File: src/rtl/dualport_ram_be.sv
// Simple dual-port RAM with byte write enables, a clear-on-reset sequence and selectable read-during-write policy.
// Define DUALPORT_RAM_BE_OUTREG_EN to add a second output register stage (read latency 2 instead of 1).
module dualport_ram_be #(
  parameter int unsigned WIDTH   = 32,
  parameter int unsigned DEPTH   = 16,
  parameter int unsigned RD_MODE = 0
) (
  input  logic                     clk,
  input  logic                     rst,
  input  logic                     wr_en,
  input  logic [WIDTH/8-1:0]       wr_be,
  input  logic [$clog2(DEPTH)-1:0] wr_addr,
  input  logic [WIDTH-1:0]         din,
  input  logic                     rd_en,
  input  logic [$clog2(DEPTH)-1:0] rd_addr,
  output logic [WIDTH-1:0]         dout,
  output logic                     dout_valid,
  output logic                     init_busy
);

  localparam int unsigned AW = $clog2(DEPTH);
  localparam int unsigned BW = WIDTH / 8;

  typedef enum logic {
    CLEAR = 1'b0,
    IDLE  = 1'b1
  } state_t;

  state_t            state_q;
  state_t            state_d;
  logic [AW-1:0]     clr_cnt_q;
  logic [AW-1:0]     clr_cnt_d;
  logic              clr_we;
  logic              wr_in_range;
  logic              rd_in_range;
  logic              wr_acc;
  logic              rd_acc;
  logic [WIDTH-1:0]  old_word;
  logic [WIDTH-1:0]  rd_word;
  logic [WIDTH-1:0]  s1_data;
  logic              s1_valid;

  logic [WIDTH-1:0]  mem [DEPTH];

  // State and clear-counter registers; init_busy tracks the state being entered
  always_ff @(posedge clk) begin
    if (rst) begin
      state_q   <= CLEAR;
      clr_cnt_q <= '0;
      init_busy <= 1'b1;
    end else begin
      state_q   <= state_d;
      clr_cnt_q <= clr_cnt_d;
      init_busy <= (state_d == CLEAR);
    end
  end

  // Next-state logic: sweep every address once, then serve user traffic
  always_comb begin
    state_d   = state_q;
    clr_cnt_d = clr_cnt_q;
    clr_we    = 1'b0;
    case (state_q)
      CLEAR: begin
        clr_we    = 1'b1;
        clr_cnt_d = clr_cnt_q + AW'(1);
        if (clr_cnt_q == AW'(DEPTH - 1)) begin
          state_d   = IDLE;
          clr_cnt_d = '0;
        end
      end
      IDLE: begin
        state_d = IDLE;
      end
      default: begin
        state_d   = CLEAR;
        clr_cnt_d = '0;
      end
    endcase
  end

  // Request qualification; addresses past DEPTH exist only when DEPTH is not a power of two
  always_comb begin
    wr_in_range = ({1'b0, wr_addr} < (AW + 1)'(DEPTH));
    rd_in_range = ({1'b0, rd_addr} < (AW + 1)'(DEPTH));
    wr_acc      = (state_q == IDLE) && !rst && wr_en && wr_in_range;
    rd_acc      = (state_q == IDLE) && !rst && rd_en;
  end

  // Read word, optionally forwarding the bytes being written this cycle
  always_comb begin
    old_word = rd_in_range ? mem[rd_addr] : '0;
    rd_word  = old_word;
    if ((RD_MODE == 1) && wr_acc && (wr_addr == rd_addr)) begin
      for (int b = 0; b < int'(BW); b++) begin
        if (wr_be[b]) begin
          rd_word[8*b +: 8] = din[8*b +: 8];
        end
      end
    end
  end

  // Storage array: clear sweep has priority, user writes are byte-masked
  always_ff @(posedge clk) begin
    if (!rst) begin
      if (clr_we) begin
        mem[clr_cnt_q] <= '0;
      end else if (wr_acc) begin
        for (int b = 0; b < int'(BW); b++) begin
          if (wr_be[b]) begin
            mem[wr_addr][8*b +: 8] <= din[8*b +: 8];
          end
        end
      end
    end
  end

  // First output stage; data holds when no read is accepted
  always_ff @(posedge clk) begin
    if (rst) begin
      s1_data  <= '0;
      s1_valid <= 1'b0;
    end else begin
      s1_valid <= rd_acc;
      if (rd_acc) begin
        s1_data <= rd_word;
      end
    end
  end

`ifdef DUALPORT_RAM_BE_OUTREG_EN
  logic [WIDTH-1:0] s2_data;
  logic             s2_valid;

  // Optional retiming stage, fully pipelined behind stage 1
  always_ff @(posedge clk) begin
    if (rst) begin
      s2_data  <= '0;
      s2_valid <= 1'b0;
    end else begin
      s2_valid <= s1_valid;
      if (s1_valid) begin
        s2_data <= s1_data;
      end
    end
  end

  assign dout       = s2_data;
  assign dout_valid = s2_valid;
`else
  assign dout       = s1_data;
  assign dout_valid = s1_valid;
`endif

endmodule

File: config.mk
export PLATFORM = sky130hd
export DESIGN_NAME = dualport_ram_be
export DESIGN_NICKNAME = d
export VERILOG_FILES = /design/src/rtl/dualport_ram_be.sv
export SDC_FILE = /design/constraint.sdc
export NUM_CORES = 1
export LEC_CHECK = 0
export ABC_AREA = 1
export CORE_UTILIZATION = 35
export DETAILED_ROUTE_END_ITERATION = 6
export PLACE_DENSITY = 0.51
export SYNTH_ARGS = -nofsm -noshare
export SYNTH_HDL_FRONTEND = slang
export SYNTH_SLANG_ARGS = --single-unit
File: constraint.sdc
create_clock -name clk -period 2.7 [get_ports clk]
set_input_delay 0.405 -clock clk [delete_from_list [all_inputs] [get_ports clk]]
set_output_delay 0.405 -clock clk [all_outputs]
set_load 0.01 [all_outputs]
* After elaboration in Yosys (flattened, before gate mapping)
Memories as Yosys holds them, arrays and structs flattened. A register that Yosys moved wholly into a read port is not among the register bits.
Index checks and enable logic that the tools add are counted.
** Storage, ports and cells
- Register bits after elaboration :: 7
- Bits in writable memories :: 512
- Input port bits :: 48
- Output and inout port bits :: 34
- Logic and storage cells :: 43
- Memories kept :: 1
** Operators by class
- $add $sub $neg :: 1
- Equal/unequal tests :: 1
- Multiplexer cells :: 29
- Bitwise logic cells :: 2
- Reduce and logical (&&, ||, !) cells :: 5
** Memories
- mem :: depth 16, bits a word 32, rd ports 1, clocked after Yosys merged registers in 1, wr ports 1, RTL line 43 : logic [WIDTH-1:0] mem [DEPTH];
** Operators by type and width (number)
- $mux 32 :: 1
- $reduce_or 32->1 :: 1
- $mux 1 :: 24
- $mux 4 :: 3
- $add 4x1->4 const B :: 1
- $eq 4x4->1 const B :: 1
- $logic_and 1x1->1 :: 3
- $not 1->1 :: 2
- $pmux 1 s2 :: 1
- $logic_not 1->1 :: 1

* Longest topological paths before layout
Gate-level depths: netlist of run 1.
- Depth after elaboration :: 9
- Mapped depth :: 13
- Mapped depth without buffers :: 10

* Least setup slack after synthesis of run 1
Ideal clock, no wire load.
- Path type :: input -> register
- From :: input port wr_be[1]
- To :: memory mem[0][0], enable pin
- Setup time :: 0.370 ns
- Data arrival time :: 1.595 ns
- Required time :: 2.330 ns
- Setup slack :: 0.735 ns
- Cell stages on the path :: 7
- Path buffers :: 0
- Path through :: o211ai_4 -> nand2_4 -> nand2_1 -> nand2_1 -> nor2_4 -> nand2_2 -> nor2_1
** Between the ends
- Longest elaborated chain between the ends :: 7
- Elaborated cells between the ends (all ways) :: 8
- Classes of those cells :: mux (7); reduce/logical (1)
** Ends and longest elaborated chain
- start: declaration :: RTL line 11 : input logic [WIDTH/8-1:0] wr_be,
- $mux 1 * :: RTL line 110 : if (wr_be[b]) begin
- $mux 1 * :: RTL line 108 : end else if (wr_acc) begin
- $mux 1 * :: RTL line 106 : if (clr_we) begin
- $mux 1 * :: RTL line 105 : if (!rst) begin
- $mux 1 (implied by the code) * :: RTL line 111 : mem[wr_addr][8*b +: 8] <= din[8*b +: 8];
- $reduce_or 32->1 (no line) *
- $mux 4 (no line)
- end: declaration :: RTL line 43
Mark *: on every way between the ends. The rest lies on a longest branch, timed or not.

* Worst setup path after layout of run 1
- From :: register state_q
- To :: memory mem[5][23], enable pin
** Between the ends
- Longest elaborated chain between the ends :: 8
- Elaborated cells between the ends (all ways) :: 24
- Classes of those cells :: mux (21); reduce/logical (3)
** Ends and longest elaborated chain
- start: declaration :: RTL line 29 : state_t state_q;
- start signal: assignment :: RTL line 52 : state_q <= state_d;
- $logic_and 1x1->1 (2 in a row) :: RTL line 86 : wr_acc = (state_q == IDLE) && !rst && wr_en && wr_in_range;
- $mux 1 :: RTL line 108
- $mux 1 :: RTL line 106
- $mux 1 :: RTL line 105
- $mux 1 (implied by the code) :: RTL line 111
- $reduce_or 32->1 (no line)
- $mux 4 (no line)
Several ways; a longest one is shown, not always the timed one.

==> results of run 1 <==
## cells in the final DEF, fill, tap and decap left out, drive strengths merged
cell type        n
a21oi            3
buf            142
bufinv           8
clkbuf          62
clkdlybuf4s50   77
clkinv          25
clkinvlp         8
dfxtp           39
edfxtp         512
ha               1
inv            172
nand2          546
nand3          265
nand4            1
nor2           407
o211ai           1
o21ai          135
## registers in the layout (all words and copies together) (netlist names)
register / count
mem: 512
dout: 32
clr_cnt_q: 4
dout_valid: 1
init_busy: 1
state_q: 1
## worst paths after layout
path | from | end | slack, ps | cells past startpoint
hold reg to reg | clr_cnt_q[3] | clr_cnt_q[3] | 520 | 2
setup / recovery | state_q | mem[5][23] | 490 | 9
hold / removal | rd_addr[2] | dout[10] | 420 | 6
setup reg to reg | state_q | mem[5][23] | 490 | 9
## metal layers
metal / track usage (%) / part of all wire [%] / up-vias
met5: 0 / 0 / -
met4: 5.78 / 2.4 / 0
met3: 2.54 / 5.7 / 97
met2: 30.3 / 46 / 504
met1: 27.5 / 46 / 7620
li1: - / - / 7638
## power groups by stage
stage / clock network (mW) / logic [mW] / registers (mW)
2_1_floorplan: 0 / 0.609 / 9.49
3_3_place_gp: 0 / 0.975 / 9.50
3_5_place_dp: 0 / 0.982 / 9.50
4_1_cts: 8.11 / 0.985 / 9.32
5_1_grt: 8.40 / 1.09 / 9.32
6_report: 7.95 / 0.981 / 9.32
## area by class of cell
type | instances | area (sq um)
Clock buffer | 61 | 1440
Clock inverter | 41 | 438
Fill cell | 6151 | 37100
Inverter | 172 | 652
Multi-Input combinational cell | 1359 | 5780
Sequential cell | 551 | 16200
Tap cell | 855 | 1070
Timing Repair Buffer | 220 | 2270
## worst max-delay path, cell delays in order (launching register included)
cell	delay (ps)
dfxtp_1	430
inv_2	110
nor2_4	130
o211ai_4	150
nand3_1	140
nand2_1	150
nor2_4	180
nand2_2	250
nor2_1	180
buf_4	190
## cell families (layout without fill, tap and decap cells)
family | Yosys count | count (layout)
AO/OA/AOI/OAI | 139 | 139
buffers and inverters | 293 | 494
flip-flops | 551 | 551
adder cells (fa/ha/maj) | 1 | 1
AND/OR/NAND/NOR | 1219 | 1219
==> impl_metrics.csv, run 1 <==
group,metric,value,unit
outcome,status,"finished, final reports clean",
sta,setup_ws,492,ps
yosys,synth-xor-area-share,0,%
yosys,synth_top_area_share,66.4,%
finish,syn_to_final_growth,20.1,%
yosys,synth-edff-count,512,
yosys,synth_mux_area_share,0,%
die,boundaryPins,82,
yosys,yosys-top-cells-count,"nand2_1, edfxtp_1, nor2_1, nand3_1, inv_1",
clocking,cts-buffers-inserted,57,
grt,grt_pass1_wl,96.7,mm
clocking,cts_hold_buf,0,
clocking,cts.clk_slew.worst_paths,60,ps
sta,skew,9.54,ps
sta,fmax,453,MHz
die,die_h,259,um
placed_design,dp_hpwl,40.6,mm
finish,drive_gt1_share,11.4,%
setup_path,cp_max_fo,9,
sta,rsz0062_at_grt,"false",
yosys,synthSimpleGateAreaFrac,21.8,%
power_and_ir_drop,power_frac_clock,43.6,%
die,dieWidth,259,um
yosys,ys_seq_area_share,69.7,%
clocking,clkSinkCount,551,
setup_path,arrival,2520,ps
grt,grt_overflow,0,
die,core.rowCount,93,
finish,final_area,27800,sq um
sta,slew_headroom,59.9,%
finish,fin_cells,3259,
yosys,synth_top_family_by_area,"simple AND/OR/NAND/NOR gates",
yosys,synthArstFlopShare,0,%
die,dieArea,67200,sq um
finish,final_util,42.8,%
setup_path,criticalPathCategory,"reg -> reg",
placed_design,pre_cts_ws,-46.6,ps
yosys,yosys-top-cells-area,"edfxtp_1, nand2_1, nor2_1, nand3_1, dfxtp_1",
sta,hold_violations,0,
yosys,synth_compound_gate_area_share,3.12,%
routing,drtPass1Iterations,6,
setup_path,worstPathRequired,3010,ps
clocking,root_buffer,"clkbuf_16",
routing,drc,0,
sta,slew_violations,0,
routing,drt-initial-drc-count,1235,
grt,grt_antenna_before_repair,0,
setup_path,start_kind,"register",
finish,nNetsFinal,2410,
power_and_ir_drop,power.total,18.3,mW
yosys,synth-seq-cells,551,
clocking,post_cts_resized,0,
yosys,synth_fa_ha_area_share,0.0540,%
yosys,avgSynthCellArea,10.5,sq um
placed_design,place.port_buffers,81,
routing,routed_wl,63.8,mm
power_and_ir_drop,vdd_drop_max,0.000538,V
hold_path,min-delay-path-class,"in -> reg",
power_and_ir_drop,switching_share,22.0,%
power_and_ir_drop,power.density,656,nW/um^2
yosys,yosysWarnings,0,
clocking,cts_setup_buffers,0,
yosys,syn_nets,2252,
placed_design,routabilityCongestion,0.836,
setup_path,end_kind,"register",
power_and_ir_drop,switchingPower,4.01,mW
power_and_ir_drop,internal_power,14.2,mW
clocking,cts_tree,"yes",
sta,worstMarginPinSlew,601,ps
grt,grt_usage,19.2,%
sta,tns,0,ps
yosys,yosysMostFrequentCell,"nand2_1",
power_and_ir_drop,p_leak,10.6,nW
placed_design,place_area,25900,sq um
clocking,cts_max_path_buffers,3,
yosys,synth_cells,2203,
finish,diodes,0,
grt,grt_max_degree,99,
yosys,syn-cell-area,23200,sq um
power_and_ir_drop,comb_power_share,5.4,%
yosys,synth_cell_types,23,
placed_design,placedCellCount,3157,
routing,drtAntennaViolNets,0,
sta,period_needed,2210,ps
yosys,synth_flop_cell,"edfxtp_1",
job,cap_violations,0,
sta,whs,425,ps
clocking,htreeDepth,2,
power_and_ir_drop,p_seq_share,51.1,%
routing,num_vias,15859,
clocking,clock_latency,600,ps
sta,setup_viol,0,
routing,wl_per_cell,19.6,um
die,fp.coreArea,64900,sq um
sta,finalCritPeriodShare,81.8,%
routing,avgViaCountPerCell,4.87,
die,initial_core_util,35.7,%
grt,grt_pass1_vias,15696,
yosys,yosys.area.top_type,"edfxtp_1",
Note: power is estimated with default switching activity, not from simulation.
==> run 2, diff against run 1 <==
--- a/config.mk
+++ b/config.mk
@@ -8,7 +8,7 @@
 export ABC_AREA = 1
 export CORE_UTILIZATION = 35
 export DETAILED_ROUTE_END_ITERATION = 6
-export PLACE_DENSITY = 0.51
+export PLACE_DENSITY = 0.52
 export SYNTH_ARGS = -nofsm -noshare
 export SYNTH_HDL_FRONTEND = slang
 export SYNTH_SLANG_ARGS = --single-unit
==> constraint.sdc (replaced) <==
create_clock -name clk -period 2 [get_ports clk]
set_input_delay 0.3 -clock clk [delete_from_list [all_inputs] [get_ports clk]]
set_output_delay 0.3 -clock clk [all_outputs]
set_load 0.01 [all_outputs]
==> impl_metrics.csv, run 2 (synthesis gave the netlist of run 1 again) <==
group,metric,value,unit
outcome,status,"finished with violations",
outcome,violations,"negative setup slack",
sta,fmax,486,MHz
grt,grt_pass1_vias,15541,
setup_path,cp.buffers_inverters,3,
sta,finalCritPeriodShare,103,%
finish,fillers,6083,
routing,num_vias,16048,
grt,grt_usage,19.0,%
setup_path,start_kind,"register",
hold_path,min-delay-path-class,"in -> reg",
sta,rsz0062_at_grt,"true",
finish,final_cell_mix,"nand2_1, edfxtp_1, nor2_1",
grt,grt_antenna_before_repair,0,
routing,drtPass1Iterations,5,
finish,drive_gt1_share,15.0,%
finish,largest_reg_flops,512,
routing,drc,0,
grt,grt_max_degree,86,
clocking,cts-buffers-inserted,57,
clocking,root_buffer,"clkbuf_16",
routing,drt-initial-drc-count,1572,
finish,syn_to_final_growth,24.5,%
power_and_ir_drop,comb_power_share,6.2,%
sta,slew_violations,0,
clocking,cts_tree,"yes",
die,dieArea,67200,sq um
routing,drtAntennaViolNets,0,
setup_path,crit_family,"simple AND/OR/NAND/NOR gates",
clocking,clock_latency,610,ps
finish,fin_cells,3310,
routing,avgViaCountPerCell,4.85,
die,fp.coreArea,64900,sq um
sta,worstMarginPinSlew,587,ps
die,core.rowCount,93,
finish,layout_commonest_cell,"nand2_1",
placed_design,placedCellCount,3195,
die,initial_core_util,35.7,%
clocking,clkSinkCount,551,
setup_path,cp_slowest_stage_delay,350,ps
power_and_ir_drop,p_leak,11.1,nW
job,cap_violations,0,
clocking,cts_max_path_buffers,3,
setup_path,crit_chain,"inv_2 > nor2_4 > o211ai_4 > nand3_2 > nand2_2 > nor2_4 > buf_4 > nand2_4 > nor2_2 > buf_6",
power_and_ir_drop,switching_share,21.8,%
setup_path,cp_max_fo,8,
sta,hold_violations,0,
sta,period_needed,2060,ps
routing,wl_per_cell,19.3,um
power_and_ir_drop,internal_power,19.2,mW
setup_path,worstPathRequired,2310,ps
grt,grt_overflow,0,
setup_path,r2r_setup_slack,-60,ps
die,dieWidth,259,um
clocking,htreeDepth,2,
grt,grt_pass1_wl,96.0,mm
setup_path,worst_path_most_repeated_cell,"nor2_4",
sta,setup_viol,281,
setup_path,slowest_stage,"dfxtp_2",
clocking,cts.clk_slew.worst_paths,60,ps
sta,whs,375,ps
routing,routed_wl,64.0,mm
die,die_h,259,um
power_and_ir_drop,power.density,850,nW/um^2
placed_design,routabilityCongestion,0.831,
setup_path,arrival,2370,ps
finish,largest-register,"mem",
placed_design,dp_hpwl,42.3,mm
finish,diodes,0,
power_and_ir_drop,switchingPower,5.34,mW
sta,setup_ws,-57.6,ps
sta,slew_headroom,60.9,%
power_and_ir_drop,vdd_drop_max,0.000625,V
die,boundaryPins,82,
setup_path,criticalPathCategory,"reg -> reg",
finish,nNetsFinal,2461,
power_and_ir_drop,power_frac_clock,42.5,%
placed_design,place.port_buffers,81,
sta,skew,18.1,ps
power_and_ir_drop,p_seq_share,51.3,%
setup_path,end_kind,"register",
## run 2: path summary, 6_finish.rpt
| kind | start | endpoint | depth (start not counted) |
|---|---|---|---|
| max | state_q | mem[11][26] | 10 |
| min | rd_addr[3] | dout[22] | 6 |
| max reg2reg | state_q | mem[11][26] | 10 |
| min reg2reg | clr_cnt_q[3] | clr_cnt_q[3] | 2 |
## run 2: tightest hold or removal path, stage by stage
cell and delay [ps]:
buf_2 130, buf_4 210, nand3_1 140, nand3_1 80, nand2_1 60, inv_1 30
## run 2: cell type report
| cell class | count | area [sq um] | share of cell area (%) |
|---|---|---|---|
| clock buffers | 67 | 1460 | 5.08 |
| clock inverters | 35 | 338 | 1.17 |
| inverters | 172 | 652 | 2.26 |
| multi-input cells | 1361 | 6250 | 21.7 |
| flip-flops and latches | 551 | 16200 | 56.0 |
| well taps | 855 | 1070 | 3.71 |
| repair buffers | 269 | 2910 | 10.1 |
## run 2: stage by stage
step                setup WS (ps)  power, mW  setup TNS, ps  utilization, %  cell area [sq um]
finish                      -57.6       24.5          -6760            44.4              28800
detailed placement           -592       14.2        -429260            40.5              26300
floorplan                    98.0       13.6              0               -              23200
global route                 -150       25.2         -49510            44.4              28800
CTS                         -53.4       24.6          -3630            43.3              28100
global placement             -524       14.2        -373410            40.5              26300
## run 2: power groups by stage
| stage | combinational (mW) | sequential (mW) | clock, mW |
|---|---|---|---|
| floorplan | 0.822 | 12.8 | 0 |
| detailed placement | 1.40 | 12.8 | 0 |
| global route | 1.66 | 12.6 | 11.0 |
| global placement | 1.39 | 12.8 | 0 |
| finish | 1.51 | 12.6 | 10.4 |
| CTS | 1.41 | 12.6 | 10.6 |
## run 2: timing repair
item | 4_1_cts | 5_1_grt
pin swaps | 3 | 25
endpoints found under the setup margin | 318 | 534
setup buffers | 1 | 10
gates cloned | 0 | 2
hold buffers | 0 | 0
gates resized for setup | 5 | 156
## run 2: layer usage
metal | global-route usage, % | vias to the layer above | part of all wire (%)
met5 | 0 | - | 0
met4 | 5.78 | 0 | 2.3
met3 | 2.06 | 86 | 5.9
met2 | 30.0 | 490 | 46
met1 | 27.5 | 7721 | 46
li1 | - | 7751 | -
==> run 3, diff against run 2 <==
--- a/config.mk
+++ b/config.mk
@@ -6,9 +6,11 @@
 export NUM_CORES = 1
 export LEC_CHECK = 0
 export ABC_AREA = 1
+export ABC_CLOCK_PERIOD_IN_PS = 2000
 export CORE_UTILIZATION = 35
 export DETAILED_ROUTE_END_ITERATION = 6
 export PLACE_DENSITY = 0.52
+export SKIP_CTS_REPAIR_TIMING = 1
 export SYNTH_ARGS = -nofsm -noshare
 export SYNTH_HDL_FRONTEND = slang
 export SYNTH_SLANG_ARGS = --single-unit
==> impl_metrics.csv, run 3 (synthesis gave the netlist of run 1 again) <==
group,metric,value,unit
clocking,htreeDepth,2,
placed_design,place.port_buffers,81,
sta,worstMarginPinSlew,584,ps
finish,drive_gt1_share,15.2,%
finish,syn_to_final_growth,24.7,%
finish,largest-register,"mem",
finish,final_area,28900,sq um
finish,diodes,0,
finish,fillers,6066,
setup_path,end_kind,"register",
grt,grt_pass1_wl,96.1,mm
finish,largest_reg_flops,512,
setup_path,criticalPathCategory,"reg -> reg",
setup_path,cp_slowest_stage_delay,350,ps
sta,slew_violations,0,
clocking,cts_max_path_buffers,3,
die,fp.coreArea,64900,sq um
routing,routed_wl,64.2,mm
sta,skew,19.0,ps
die,core.rowCount,93,
power_and_ir_drop,power.density,849,nW/um^2
clocking,cts_tree,"yes",
hold_path,worst_hold_path.num_cells,6,
sta,slew_headroom,61.1,%
setup_path,slowest_stage,"dfxtp_2",
finish,ff_latch_area,16200,sq um
grt,grt_max_degree,86,
routing,avgViaCountPerCell,4.86,
setup_path,crit_chain,"inv_2 > nor2_4 > o211ai_4 > nand3_2 > nand2_4 > nor2_4 > buf_6 > nand2_4 > nor2_1 > buf_4",
hold_path,min-delay-path-class,"in -> reg",
sta,whs,370,ps
setup_path,r2r_setup_slack,-60,ps
grt,grt_usage,19.0,%
setup_path,reg2reg_depth,10,
routing,drtPass1Iterations,5,
routing,drt-initial-drc-count,1464,
setup_path,arrival,2390,ps
sta,hold_violations,0,
finish,nNetsFinal,2458,
setup_path,worstPathRequired,2320,ps
routing,num_vias,16068,
routing,drc,0,
placed_design,routabilityCongestion,0.831,
outcome,status,"finished with violations",
routing,wl_per_cell,19.4,um
sta,fmax,485,MHz
sta,setup_viol,206,
clocking,root_buffer,"clkbuf_16",
clocking,cts-buffers-inserted,57,
finish,multiInputGateArea,6310,sq um
die,initial_core_util,35.7,%
die,boundaryPins,82,
sta,rsz0062_at_grt,"true",
setup_path,cp_max_fo,8,
die,die_h,259,um
grt,grt_pass1_vias,15529,
sta,setup_ws,-63.9,ps
die,dieWidth,259,um
clocking,clkSinkCount,551,
power_and_ir_drop,vdd_drop_max,0.000626,V
placed_design,place_area,26300,sq um
die,dieArea,67200,sq um
finish,final_cell_mix,"nand2_1, edfxtp_1, nor2_1",
sta,finalCritPeriodShare,103,%
job,cap_violations,0,
setup_path,crit_family,"simple AND/OR/NAND/NOR gates",
power_and_ir_drop,p_leak,11.0,nW
grt,grt_overflow,0,
grt,grt_antenna_before_repair,0,
finish,layout_commonest_cell,"nand2_1",
clocking,cts.clk_slew.worst_paths,60,ps
outcome,violations,"negative setup slack",
setup_path,cp.buffers_inverters,3,
clocking,clock_latency,610,ps
setup_path,worst-path-stages,10,
routing,drtAntennaViolNets,0,
sta,period_needed,2060,ps
placed_design,dp_hpwl,42.3,mm
setup_path,start_kind,"register",
==> run 3: cell count changes in the layout (fill, tap and decap cells not counted), moves of 2 or more <==
cell,before,now
nor2_1,351,346
nor2_2,11,16
buf_4,98,95
nand2_8,4,7
nand3_1,261,258
nand3_2,4,7
nand2_2,11,9
nand2_4,13,11
==> run 3: layout make-up <==
class,instances,share of cell area [%]
clock inverters,35,1.17
flip-flops and latches,551,55.9
inverters,172,2.26
multi-input cells,1361,21.8
repair buffers,266,10.0
clock buffers,67,5.07
well taps,855,3.70
==> run 3: worst min-delay path: cells and delay by family <==
kind | cells | cell delay [ps]
AND/OR/NAND/NOR | 3 | 280
buffers and inverters | 3 | 370
==> run 3: per-layer routing <==
metal / part of all wire [%] / vias to the layer above / GRT usage, %
met4: 2.1 / 0 / 5.51
met1: 46 / 7763 / 27.5
met5: 0 / - / 0
li1: - / 7755 / -
met3: 5.8 / 81 / 2.06
met2: 46 / 469 / 30.1
==> run 3: power breakdown <==
part           switching [mW]  leakage (nW)  internal (mW)
sequential             0.0340          4.76           12.6
clock                    4.34         0.892           6.08
combinational           0.978          5.38          0.541
total                    5.36          11.0           19.2
==> run 3: through the flow <==
stage | TNS, ps | cells | setup slack [ps] | util, % | total power [mW]
2_1_floorplan | 0 | 2203 | 98.0 | - | 13.6
6_report | -4400 | 3307 | -63.9 | 44.5 | 24.5
5_1_grt | -31540 | 3307 | -117 | 44.5 | 25.2
3_5_place_dp | -429260 | 3195 | -592 | 40.5 | 14.2
4_1_cts | -12070 | 3297 | -86.9 | 43.3 | 24.6
3_3_place_gp | -373410 | 3195 | -524 | 40.5 | 14.2
==> run 3: worst paths after layout <==
path | start | to
setup / recovery | state_q | mem[11][4]
hold / removal | rd_addr[3] | dout[22]
setup reg to reg | state_q | mem[11][4]
hold reg to reg | clr_cnt_q[3] | clr_cnt_q[3]
